==> src/rtl/costas_psk_tx_scheduler.sv <==
// Costas/PSK beacon scheduler: latches requests, arbitrates round-robin, starts frames on PPS, drives MCU strobes and DDS fq_ud.
// Latency: grant registered 2 sys_clk edges after the first edge sampling pps=1; all outputs registered.
// No backpressure: requests are sticky until granted; COSTAS_PPS_TIMEOUT_EN adds a missing-PPS grant timeout and the pps_lost flag.
module costas_psk_tx_scheduler #(
    parameter int CLK_HZ             = 27000000,
    parameter int PSK_SIGNAL_RATE_HZ = 125,
    parameter int COSTAS_SYM_CYCLES  = 2700000,
    parameter int COSTAS_LEN         = 7,
    parameter int PSK_LEN            = 128,
    parameter int GUARD_CYCLES       = 27000,
    parameter int PPS_TIMEOUT_CYCLES = 40500000
) (
    input  logic sys_clk,
    input  logic rst_n,
    input  logic pps,
    input  logic costas_txrq,
    input  logic psk_txrq,
    output logic mcu_costas_trigger,
    output logic mcu_costas_clk,
    output logic mcu_psk_trigger,
    output logic mcu_psk_clk,
    output logic fq_ud,
    output logic busy,
    output logic pps_lost
);
    localparam int PSK_SYM_CYCLES = CLK_HZ / PSK_SIGNAL_RATE_HZ;
    localparam int MAX_LEN = (COSTAS_LEN > PSK_LEN) ? COSTAS_LEN : PSK_LEN;
    localparam int MAX_SYM = (COSTAS_SYM_CYCLES > PSK_SYM_CYCLES) ? COSTAS_SYM_CYCLES : PSK_SYM_CYCLES;
    localparam int MAX_SG  = (MAX_SYM > GUARD_CYCLES) ? MAX_SYM : GUARD_CYCLES;
    localparam int MAX_CYC = (MAX_SG > PPS_TIMEOUT_CYCLES) ? MAX_SG : PPS_TIMEOUT_CYCLES;
    localparam int SW = $clog2(MAX_LEN + 1);
    localparam int CW = $clog2(MAX_CYC + 1);

    localparam logic [CW-1:0] COSTAS_SYM_LAST = CW'(COSTAS_SYM_CYCLES - 1);
    localparam logic [CW-1:0] PSK_SYM_LAST    = CW'(PSK_SYM_CYCLES - 1);
    localparam logic [CW-1:0] GUARD_LAST      = CW'(GUARD_CYCLES - 1);
    localparam logic [SW-1:0] COSTAS_LEN_LAST = SW'(COSTAS_LEN - 1);
    localparam logic [SW-1:0] PSK_LEN_LAST    = SW'(PSK_LEN - 1);
`ifdef COSTAS_PPS_TIMEOUT_EN
    localparam logic [CW-1:0] TIMEOUT_LAST    = CW'(PPS_TIMEOUT_CYCLES - 1);
`endif

    typedef enum logic [1:0] {IDLE, COSTAS_RUN, PSK_RUN, GUARD} state_t;

    state_t        state, state_nxt;
    logic [CW-1:0] cyc, cyc_nxt;
    logic [SW-1:0] sym, sym_nxt;
    logic          costas_pend, costas_pend_nxt;
    logic          psk_pend, psk_pend_nxt;
    logic          rr_psk, rr_psk_nxt;
    logic          costas_trig_nxt, costas_clk_nxt;
    logic          psk_trig_nxt, psk_clk_nxt;
    logic          fq_ud_nxt, busy_nxt, pps_lost_nxt;
    logic          grant, pick_psk;
    logic          pps_meta, pps_sync, pps_prev;
    logic          pps_edge;

    assign pps_edge = pps_sync & ~pps_prev;

    always_ff @(posedge sys_clk or negedge rst_n) begin
        if (!rst_n) begin
            state              <= IDLE;
            cyc                <= '0;
            sym                <= '0;
            costas_pend        <= 1'b0;
            psk_pend           <= 1'b0;
            rr_psk             <= 1'b0;
            pps_meta           <= 1'b0;
            pps_sync           <= 1'b0;
            pps_prev           <= 1'b0;
            mcu_costas_trigger <= 1'b0;
            mcu_costas_clk     <= 1'b0;
            mcu_psk_trigger    <= 1'b0;
            mcu_psk_clk        <= 1'b0;
            fq_ud              <= 1'b0;
            busy               <= 1'b0;
            pps_lost           <= 1'b0;
        end else begin
            state              <= state_nxt;
            cyc                <= cyc_nxt;
            sym                <= sym_nxt;
            costas_pend        <= costas_pend_nxt;
            psk_pend           <= psk_pend_nxt;
            rr_psk             <= rr_psk_nxt;
            pps_meta           <= pps;
            pps_sync           <= pps_meta;
            pps_prev           <= pps_sync;
            mcu_costas_trigger <= costas_trig_nxt;
            mcu_costas_clk     <= costas_clk_nxt;
            mcu_psk_trigger    <= psk_trig_nxt;
            mcu_psk_clk        <= psk_clk_nxt;
            fq_ud              <= fq_ud_nxt;
            busy               <= busy_nxt;
            pps_lost           <= pps_lost_nxt;
        end
    end

    always_comb begin
        state_nxt       = state;
        cyc_nxt         = cyc;
        sym_nxt         = sym;
        // Arbitration uses the registered flags, so a request landing on the grant edge waits for the next PPS.
        costas_pend_nxt = costas_pend | costas_txrq;
        psk_pend_nxt    = psk_pend | psk_txrq;
        rr_psk_nxt      = rr_psk;
        costas_trig_nxt = mcu_costas_trigger;
        psk_trig_nxt    = mcu_psk_trigger;
        costas_clk_nxt  = 1'b0;
        psk_clk_nxt     = 1'b0;
        fq_ud_nxt       = 1'b0;
        busy_nxt        = busy;
        pps_lost_nxt    = pps_lost;
        grant           = 1'b0;
        pick_psk        = psk_pend & (~costas_pend | rr_psk);

        case (state)
            IDLE: begin
                if (costas_pend | psk_pend) begin
                    if (pps_edge) begin
                        grant = 1'b1;
                    end
`ifdef COSTAS_PPS_TIMEOUT_EN
                    else if (cyc == TIMEOUT_LAST) begin
                        grant        = 1'b1;
                        pps_lost_nxt = 1'b1;
                    end else begin
                        cyc_nxt = cyc + 1'b1;
                    end
`endif
                end
`ifdef COSTAS_PPS_TIMEOUT_EN
                else begin
                    cyc_nxt = '0;
                end
`endif
                if (grant) begin
                    state_nxt = pick_psk ? PSK_RUN : COSTAS_RUN;
                    if (costas_pend & psk_pend) begin
                        rr_psk_nxt = ~pick_psk;
                    end
                    if (pick_psk) begin
                        psk_pend_nxt = psk_txrq;
                        psk_trig_nxt = 1'b1;
                        psk_clk_nxt  = 1'b1;
                    end else begin
                        costas_pend_nxt = costas_txrq;
                        costas_trig_nxt = 1'b1;
                        costas_clk_nxt  = 1'b1;
                    end
                    fq_ud_nxt = 1'b1;
                    busy_nxt  = 1'b1;
                    cyc_nxt   = '0;
                    sym_nxt   = '0;
                end
            end
            COSTAS_RUN, PSK_RUN: begin
                if (cyc == ((state == PSK_RUN) ? PSK_SYM_LAST : COSTAS_SYM_LAST)) begin
                    cyc_nxt = '0;
                    if (sym == ((state == PSK_RUN) ? PSK_LEN_LAST : COSTAS_LEN_LAST)) begin
                        state_nxt       = GUARD;
                        costas_trig_nxt = 1'b0;
                        psk_trig_nxt    = 1'b0;
                        sym_nxt         = '0;
                    end else begin
                        sym_nxt   = sym + 1'b1;
                        fq_ud_nxt = 1'b1;
                        if (state == PSK_RUN) begin
                            psk_clk_nxt = 1'b1;
                        end else begin
                            costas_clk_nxt = 1'b1;
                        end
                    end
                end else begin
                    cyc_nxt = cyc + 1'b1;
                end
            end
            GUARD: begin
                // PPS edges seen here are dropped; pending flags simply carry over.
                if (cyc == GUARD_LAST) begin
                    state_nxt = IDLE;
                    busy_nxt  = 1'b0;
                    cyc_nxt   = '0;
                end else begin
                    cyc_nxt = cyc + 1'b1;
                end
            end
            default: begin
                state_nxt = IDLE;
            end
        endcase
    end
endmodule

==> config.mk <==
export PLATFORM = sky130hd
export DESIGN_NAME = costas_psk_tx_scheduler
export DESIGN_NICKNAME = d
export VERILOG_FILES = /design/src/rtl/costas_psk_tx_scheduler.sv
export SDC_FILE = /design/constraint.sdc
export NUM_CORES = 1
export LEC_CHECK = 0
export ABC_AREA = 1
export CAP_MARGIN = 40
export CORE_UTILIZATION = 25
export CTS_CLUSTER_SIZE = 20
export DETAILED_ROUTE_END_ITERATION = 6
export PLACE_DENSITY_LB_ADDON = 0.25
export SYNTH_ARGS = -nofsm -noshare
export SYNTH_HDL_FRONTEND = slang
export SYNTH_SLANG_ARGS = --single-unit
==> constraint.sdc <==
create_clock -name sys_clk -period 1.8 [get_ports sys_clk]
set_input_delay 0.27 -clock sys_clk [delete_from_list [all_inputs] [get_ports sys_clk]]
set_output_delay 0.27 -clock sys_clk [all_outputs]
set_load 0.005 [all_outputs]
# --- After elaboration in Yosys (flattened, before gate mapping) ---
# Index checks and enable logic that the tools add are counted.
totals:
  regBits: 48
  input_bits: 5
  word_cells: 101
classes:
  add_sub_neg: 2
  eq_ne: 12
  n_mux: 52
  bitwise_logic: 10
  n_reduce_logical: 10
op_table:
  columns: ["operator", "n"]
  rows:
  - ["2-to-1 mux 26 bit", 3]
  - ["one-hot mux 26 bit (3 select lines)", 1]
  - ["2-to-1 mux 1 bit", 30]
  - ["adder 26 x 1 -> 26 bit, second input constant", 1]
  - ["== test 26 x 15 -> 1 bit, second input constant", 1]
  - ["== test 26 x 22 -> 1 bit", 1]
  - ["2-to-1 mux 8 bit", 3]
  - ["2-to-1 mux 22 bit", 1]
  - ["one-hot mux 8 bit (2 select lines)", 1]
  - ["inequality test 2 bit, second input constant", 6]
  - ["one-hot mux 1 bit (2 select lines)", 6]
  - ["2-to-1 mux 2 bit", 5]
  - ["AND reduction 5 bit", 2]
  - ["AND reduction 3 bit", 3]
  - ["adder 8 x 1 -> 8 bit, second input constant", 1]
  - ["== test 8 x 7 -> 1 bit", 1]
  - ["2-to-1 mux 7 bit", 1]
  - ["one-hot mux 2 bit (3 select lines)", 1]
  - ["== test 2 bit, second input constant", 2]
  - ["OR 1 bit", 4]
  - ["AND reduction 4 bit", 1]
  - ["nonzero test 2 bit", 2]
  - ["bitwise AND 1 bit", 3]
  - ["NOT 1 bit", 3]
  - ["3 further kinds", 3]

# --- Logic depth before layout (Yosys ltp) ---
# Gate-level depths: netlist of the first run.
depth:
  depth_word: 7
  ltp_mapped: 13
  mapped_depth_nobuf: 12

# --- Least setup slack after synthesis of the first run ---
# No wires, ideal clock.
synth_path:
  kind: "register -> register"
  start: "register state[0]"
  end: "register cyc[13]"
  setup_time_ns: 0.130
  arrival_time_ns: 1.661
  required_time_ns: 1.670
  slack_ns: 0.010
  stages_incl_launch_ff: 13
  n_path_buf: 2
  period_less_slack_ns: 1.790
  cell_sequence: "dfrtp_1 inv_1 ha_1 buf_6 o21ai_1 nand2_1 nor2_2 nand3_2 nand2_4 nand2_8 nand2_8 buf_12 a21oi_2"
synth_via:
  elab_chain_cells: 5
  elab_cells_between_ends: 10
  classes_between: "eq/ne: 5; mux: 3; reduce/logical: 2"
synth_rtl:
  columns: ["item", "line", "text"]
  rows:
  - ["from (decl)", "45", "state_t state, state_nxt;"]
  - ["from (signal assigned)", "79", "state <= state_nxt;"]
  - ["== test 2 bit", "116, 157", null]
  - ["2-to-1 mux 22 bit", "157", "if (cyc == ((state == PSK_RUN) ? PSK_SYM_LAST : COSTAS_SYM_LAST)) begin"]
  - ["== test 26 x 22 -> 1 bit", "157", null]
  - ["2-to-1 mux 26 bit", "157", null]
  - ["one-hot mux 26 bit (3 select lines)", "116", "case (state)"]
  - ["to (signal assigned)", "80", "cyc <= cyc_nxt;"]
  - ["to (decl)", "46", "logic [CW-1:0] cyc, cyc_nxt;"]
# Parallel ways exist; a longest one is shown, timed or not.
# A chain may end at the register's enable or synchronous reset.

# --- Final worst setup path of the first run ---
layout_path:
  start: "register state[0]"
  end: "register cyc[5]"
# Same word-level chain as after synthesis.

==> flow_metrics.py, run 1 <==
metrics = {
    "routing": {
        "vias": 3222,
        "drc": 0,
        "dr.first_iter.drc_count": 153,
        "routedWlPerCell_microns": 13.15,
        "routed_wl_microns": 9138,
        "postRouteAntennaNets": 0,
        "drt_first_pass_iters": 5,
        "viasPerCell": 4.636,
    },
    "setup_path": {
        "crit_path_end_kind": "register",
        "slowest_delay_ns": 0.39,
        "crit_fanout": 7,
        "required_ns": 1.97,
        "cpMaxStageDelayCell": "dfrtp_1",
        "ff2ff_path_depth": 12,
        "startpoint_type": "register",
        "cp_common_cell": "nor2_2",
        "critical_path_class": "register to register",
        "reg2reg_from": "state[0]",
        "worst-r2r-setup-slack_ns": 0.0008,
        "cp.arrival_ns": 1.97,
        "rr_endpoint": "cyc[5]",
        "path_cells": "inv_2 -> ha_4 -> buf_12 -> nand3_2 -> nor2_2 -> nor2_2 -> nor2_2 -> nand3_2 -> nand2_8 -> nand2_8 -> nand2_4 -> a21oi_1",
    },
    "yosys": {
        "synthTopCellsByArea": "dfrtp_1 (36%), nand2_1 (17%), nor2_1 (6.4%), inv_1 (6.0%), nand3_1 (5.6%)",
        "ys_seq_elements": 48,
        "syn_inst": 476,
        "syn_area_per_cell_sq_um": 6.942,
        "syn-num-nets": 488,
        "synth.most_common_cell": "nand2_1",
        "synth.distinct_cells": 33,
        "synthTopCellsByCount": "nand2_1 (150), nor2_1 (56), inv_1 (53), dfrtp_1 (48), nand3_1 (37)",
        "ys_warn_count": 0,
        "muxShareOfSynthArea_pct": 0,
        "synth_edf_count": 0,
        "synthAdderAreaFrac_pct": 2.651,
        "syn-cell-area_sq_um": 3304,
        "synth_top_cell_by_area": "dfrtp_1",
        "ys_seq_area_share_pct": 36.35,
        "synth-simple-area-share_pct": 37.71,
        "synth-xor-area-share_pct": 4.241,
        "async_flop_share_pct": 100.0,
        "synth_ff_type": "dfrtp_1",
        "synth_compound_area_share_pct": 10.03,
        "synth_top_area_share_pct": 36.35,
        "synth_top_family_by_area": "simple AND/OR/NAND/NOR gates",
    },
    "power_and_ir_drop": {
        "p_sw_share_pct": 42.09,
        "seqPwrFrac_pct": 26.0,
        "p_comb_share_pct": 52.7,
        "clock_power_share_pct": 21.3,
        "internal_power_mw": 2.904,
        "p_sw_mw": 2.111,
        "power_density_nw_per_um2": 1205,
        "cellLeakagePower_nw": 1.794,
        "ir_worst_vdd_mv": 0.9898,
    },
    "timing": {
        "period_minus_slack_ns": 1.799,
        "fin_skew_ns": 0.006784,
        "hold_slack_ns": 0.3535,
        "setup_viol": 0,
        "maxSlewViolCount": 0,
        "fin_ws_ns": 0.0008131,
        "rsz0062_at_grt": "yes",
        "fin_crit_sh_pct": 99.95,
        "hold_viol_final": 0,
        "timing.fmax_mhz": 555.8,
    },
    "clocking": {
        "cts_tree": "done",
        "cts_max_level": 2,
        "ctsRootBufferMaster": "clkbuf_16",
        "numCtsBuffers": 5,
        "cts.sinks": 48,
        "clock_path_buffers": 2,
        "clk_latency_ns": 0.29,
        "path_clk_slew_ns": 0.07,
    },
    "hold_path": {
        "worstHoldPathType": "register to register",
        "hold_start": "pps_meta",
        "hold_end": "pps_sync",
        "holdPathStages": 0,
    },
    "outcome": {
        "status": "completed",
    },
    "placement": {
        "dp_cells": 681,
        "port_buffers": 10,
        "post-dp-hpwl_microns": 6858,
        "place.gp.congestion": 0.8730,
        "placed_area_sq_um": 3824,
        "dpl_worst_slack_ns": -0.1232,
    },
    "global_route": {
        "grt_max_degree": 22,
        "grt_pass1_wl_microns": 14880,
        "overflow": 0,
        "track_usage_pct": 14.06,
        "grt_pass1_vias": 3076,
        "antenna_found_initial": 0,
    },
    "final_layout": {
        "areaGrowthSynthToFinish_pct": 25.97,
        "final_nets": 534,
        "largest_reg_flops": 26,
        "fill_cells": 1355,
        "drive_above_1_share_pct": 20.84,
        "fin_area_sq_um": 4163,
        "multi_input_area_sq_um": 1951,
        "top_register": "cyc",
        "fin_cells": 695,
        "insertedDiodeCount": 0,
        "reg.largest.list": "cyc (26), sym (8), state (2)",
        "regArea_sq_um": 1206,
    },
    "floorplanning": {
        "die_w_microns": 117.0,
        "num_rows": 41,
        "start_util_pct": 25.87,
        "io_pins": 12,
        "die_h_microns": 117.0,
        "die_area_sq_um": 13680,
        "core_region_area_sq_um": 12770,
    },
    "job": {
        "drv_cap": 0,
    },
}
stage by stage:
stage                     power (mW)  util [%]  TNS (ns)
after floorplan                2.688         -         0
after global placement         3.513     29.93    -1.475
after detailed placement       3.525     29.93    -2.825
after CTS                      4.714     31.59  -0.02234
after global routing           5.346     32.59    -3.111
final                          5.015     32.59         0
power groups by stage:
stage	combinational (mW)	clock (mW)	sequential [mW]
3_5_place_dp	2.21	0	1.32
4_1_cts	2.30	1.11	1.30
6_report	2.64	1.07	1.30
3_3_place_gp	2.20	0	1.32
5_1_grt	2.89	1.13	1.32
2_1_floorplan	1.37	0	1.32
logic make-up after synthesis:
group,count (synthesis)
XOR/XNOR,16
adder cells (fa/ha/maj),7
AND/OR/NAND/NOR,282
buffers and inverters,67
other,1
flip-flops,48
AO/OA/AOI/OAI,55
layer usage:
metal  track usage [%]  wire length (microns)
met3             2.369                    415
met2             23.83                   4328
met5                 0                      0
met4             3.291                    109
met1             18.69                   4284
placed cells by master (no fill, tap or decap), types with 3 or more instances in the layout:
master and count:
nand2_1 145, nor2_1 53, inv_1 47, dfrtp_1 44, nand3_1 36, buf_4 33
o21ai_0 20, xor2_1 16, a21oi_2 15, nand4_1 11, nor2_2 10, nand2_2 9
clkdlybuf4s50_1 9, a21oi_1 8, inv_2 7, nor3_1 6, o21ai_1 5, clkbuf_16 5
o21ai_2 4, nand3_2 4, nand2_8 4, ha_1 4, dfrtp_2 4, nand2_4 3
ha_4 3, buf_12 3
cell type report:
type / count / area share, %
well taps: 172 / 5.170
flip-flops and latches: 48 / 28.98
inverters: 56 / 5.140
multi-input cells: 364 / 46.86
clock inverters: 2 / 0.8416
clock buffers: 6 / 3.096
repair buffers: 47 / 9.919
worst max-delay path, delay by kind of cell, from the launching register on:
| kind | cells | cell delay, ns |
|---|---|---|
| buffers and inverters | 2 | 0.20 |
| adders and majority gates | 1 | 0.17 |
| DFF | 1 | 0.39 |
| and+or+nand+nor | 8 | 0.81 |
| AOI/OAI and AO/OA | 1 | 0.08 |
how the worst max path moves through the flow:
stage / end / slack (ns) / cells past startpoint / startpoint
global placement: cyc[5] / -0.08 / 12 / state[0]
global route: cyc[4] / -0.12 / 12 / state[0]
floorplan: cyc[13] / 0.01 / 12 / state[0]
finish: cyc[5] / 0.0008 / 12 / state[0]
CTS: cyc[8] / -0.01 / 9 / state[1]
detailed placement: cyc[4] / -0.12 / 12 / state[0]
what timing repair did:
item                                    CTS  global route
hold buffers                              1             0
gates cloned                              1             2
pin swaps                                 2             6
setup buffers                             2             1
resized for setup                         9            26
endpoints found under the setup margin   38            40
hold endpoints to repair                 15             0
No activity file was read; power rests on OpenSTA's default activity.
==> run 2: changes to the inputs <==
--- a/config.mk
+++ b/config.mk
@@ -6,7 +6,7 @@
 export NUM_CORES = 1
 export LEC_CHECK = 0
 export ABC_AREA = 1
-export CAP_MARGIN = 40
+export CAP_MARGIN = 20
 export CORE_UTILIZATION = 25
 export CTS_CLUSTER_SIZE = 20
 export DETAILED_ROUTE_END_ITERATION = 6
==> results of run 2 <==
Final layout, timing and power as in run 1 (identical DEF).
==> run 3: changes to the inputs <==
--- a/config.mk
+++ b/config.mk
@@ -10,6 +10,7 @@
 export CORE_UTILIZATION = 25
 export CTS_CLUSTER_SIZE = 20
 export DETAILED_ROUTE_END_ITERATION = 6
+export DONT_BUFFER_PORTS = 1
 export PLACE_DENSITY_LB_ADDON = 0.25
 export SYNTH_ARGS = -nofsm -noshare
 export SYNTH_HDL_FRONTEND = slang
==> run 3 against run 2 <==
Utilization is 0.55 points higher. Via count is 2.3% lower. Setup slack better by 0.0042 ns. Non-clock buffer count is 2 lower. Maximum frequency is 0.23% higher. Critical endpoint is now cyc[19].
==> flow_metrics.py, run 3 (synthesized netlist as in run 1, its figures left out) <==
metrics = {
    "outcome": {
        "status": "completed",
    },
    "final_layout": {
        "final_util_pct": 33.14,
        "final_common_cell": "nand2_1",
        "layout_common_cells": "nand2_1 (140), inv_1 (50), nor2_1 (50)",
        "reg.largest.list": "cyc (26), sym (8), state (2)",
        "largest_reg_flops": 26,
        "insertedDiodeCount": 0,
        "final_nets": 531,
        "areaGrowthSynthToFinish_pct": 28.10,
        "drive_above_1_share_pct": 23.65,
        "top_register": "cyc",
        "fin_area_sq_um": 4233,
    },
    "placement": {
        "place.gp.congestion": 0.8611,
        "port_buffers": 0,
        "placed_area_sq_um": 3739,
        "post-dp-hpwl_microns": 6672,
    },
    "hold_path": {
        "holdPathStages": 2,
        "worstHoldPathType": "input pin to register",
    },
    "floorplanning": {
        "die_area_sq_um": 13680,
        "io_pins": 12,
        "start_util_pct": 25.87,
        "num_rows": 41,
        "core_region_area_sq_um": 12770,
        "die_h_microns": 117.0,
        "die_w_microns": 117.0,
    },
    "power_and_ir_drop": {
        "p_comb_share_pct": 55.0,
        "ir_worst_vdd_mv": 1.002,
        "clock_power_share_pct": 20.0,
        "p_sw_share_pct": 42.80,
        "internal_power_mw": 3.021,
        "cellLeakagePower_nw": 1.835,
        "power_density_nw_per_um2": 1248,
        "seqPwrFrac_pct": 25.0,
        "p_sw_mw": 2.260,
    },
    "setup_path": {
        "required_ns": 1.98,
        "critPathBufInv": 3,
        "cp_common_cell": "nor2_2",
        "crit_cells": 13,
        "path_delay_family": "simple AND/OR/NAND/NOR gates",
        "crit_fanout": 8,
        "slowest_delay_ns": 0.39,
        "crit_path_end_kind": "register",
        "cp.arrival_ns": 1.98,
        "ff2ff_path_depth": 13,
        "cpMaxStageDelayCell": "dfrtp_1",
        "critical_path_class": "register to register",
        "path_cells": "inv_2 -> ha_4 -> buf_6 -> nand3_2 -> nor2_2 -> nor2_2 -> nor2_2 -> nand3_2 -> nand2_8 -> nand2_8 -> buf_12 -> nand2_1 -> nand2_1",
        "startpoint_type": "register",
    },
    "timing": {
        "tightest_slew_ns": 0.5635,
        "fin_skew_ns": 0.006163,
        "period_minus_slack_ns": 1.795,
        "setup_viol": 0,
        "fin_crit_sh_pct": 99.72,
        "maxSlewViolCount": 0,
        "rsz0062_at_grt": "yes",
        "timing.fmax_mhz": 557.1,
        "hold_viol_final": 0,
        "relSlewSlack_pct": 62.39,
    },
    "clocking": {
        "cts_max_level": 2,
        "clk_latency_ns": 0.29,
        "cts.sinks": 48,
        "numCtsBuffers": 5,
        "cts_tree": "done",
        "clock_path_buffers": 2,
        "ctsRootBufferMaster": "clkbuf_16",
        "path_clk_slew_ns": 0.06,
    },
    "routing": {
        "maxUsedRoutingLayer": "met4",
        "routedWlPerCell_microns": 13.37,
        "met2_length_microns": 4305,
        "postRouteAntennaNets": 0,
        "wl_met3_microns": 389,
        "drc": 0,
        "viasPerCell": 4.551,
        "routed_wl_microns": 9250,
        "vias": 3149,
        "dr.first_iter.drc_count": 156,
        "m1WireLength_microns": 4419,
        "drt_first_pass_iters": 4,
    },
    "global_route": {
        "track_usage_pct": 14.27,
        "overflow": 0,
        "grt_pass1_wl_microns": 15010,
        "grt_max_degree": 49,
        "antenna_found_initial": 0,
        "grt_pass1_vias": 3019,
    },
    "job": {
        "drv_cap": 0,
    },
}
run 3: cell count changes in the layout (fill, tap and decap cells not counted), moves of 3 or more:
cell | before | now
clkdlybuf4s50_1 | 9 | 0
nand2_1 | 145 | 140
o21ai_2 | 4 | 8
buf_4 | 33 | 36
inv_1 | 47 | 50
inv_2 | 7 | 4
nand2_4 | 3 | 6
nor2_1 | 53 | 50
run 3: layout make-up:
class,count,area (sq um)
inverter,56,214.0
timing repair buffer,45,420.4
sequential,48,1207
tap,172,215.2
clock buffer,6,128.9
multi-input combinational,363,2012
clock inverter,2,35.03
fill,1348,8541
run 3: worst register-to-register path: stages (launching register included):
cell	delay, ns
dfrtp_1	0.39
inv_2	0.08
ha_4	0.15
buf_6	0.13
nand3_2	0.08
nor2_2	0.13
nor2_2	0.04
nor2_2	0.08
nand3_2	0.12
nand2_8	0.14
nand2_8	0.11
buf_12	0.15
nand2_1	0.06
nand2_1	0.05
run 3: power groups by stage:
stage	registers (mW)	logic [mW]	clock network (mW)
3_3_place_gp	1.33	2.10	0
5_1_grt	1.34	3.15	1.13
3_5_place_dp	1.33	2.10	0
4_1_cts	1.32	2.25	1.10
6_report	1.32	2.90	1.06
2_1_floorplan	1.32	1.37	0
run 3: timing repair:
item | in CTS | in global routing
cloned | 1 | 1
pin swaps | 1 | 7
endpoints found under the hold margin | 49 | 0
hold buffers | 3 | 0
buffers inserted | 0 | 5
gates resized for setup | 7 | 49
setup endpoints to repair | 31 | 41
run 3: per-layer routing:
| metal | GRT usage, % | vias up |
|---|---|---|
| met1 | 19.74 | 1475 |
| met2 | 22.49 | 65 |
| met5 | 0 | - |
| li1 | - | 1596 |
| met3 | 2.987 | 13 |
| met4 | 3.966 | 0 |
run 3: per-stage QoR:
step / hold slack [ns] / std cells / setup TNS (ns) / setup WS [ns] / power [mW]
after floorplan: -0.02559 / 476 / 0 / 0.009523 / 2.688
after global placement: -0.02186 / 674 / -0.08714 / -0.01295 / 3.427
after detailed placement: -0.02121 / 674 / -0.8887 / -0.05869 / 3.432
after CTS: 0.09430 / 686 / 0 / 0.003492 / 4.661
after global routing: 0.1018 / 692 / -3.402 / -0.1326 / 5.611
final: 0.09970 / 692 / 0 / 0.004974 / 5.281
run 3: path summary, 6_finish.rpt:
kind / from / end / slack (ns)
max: state[0] / cyc[19] / 0.005
min: costas_txrq / costas_pend / 0.1
max reg2reg: state[0] / cyc[19] / 0.005
min reg2reg: pps_meta / pps_sync / 0.36
max in group asynchronous: rst_n / cyc[25] / 1.07
min in group asynchronous: rst_n / cyc[16] / 0.49
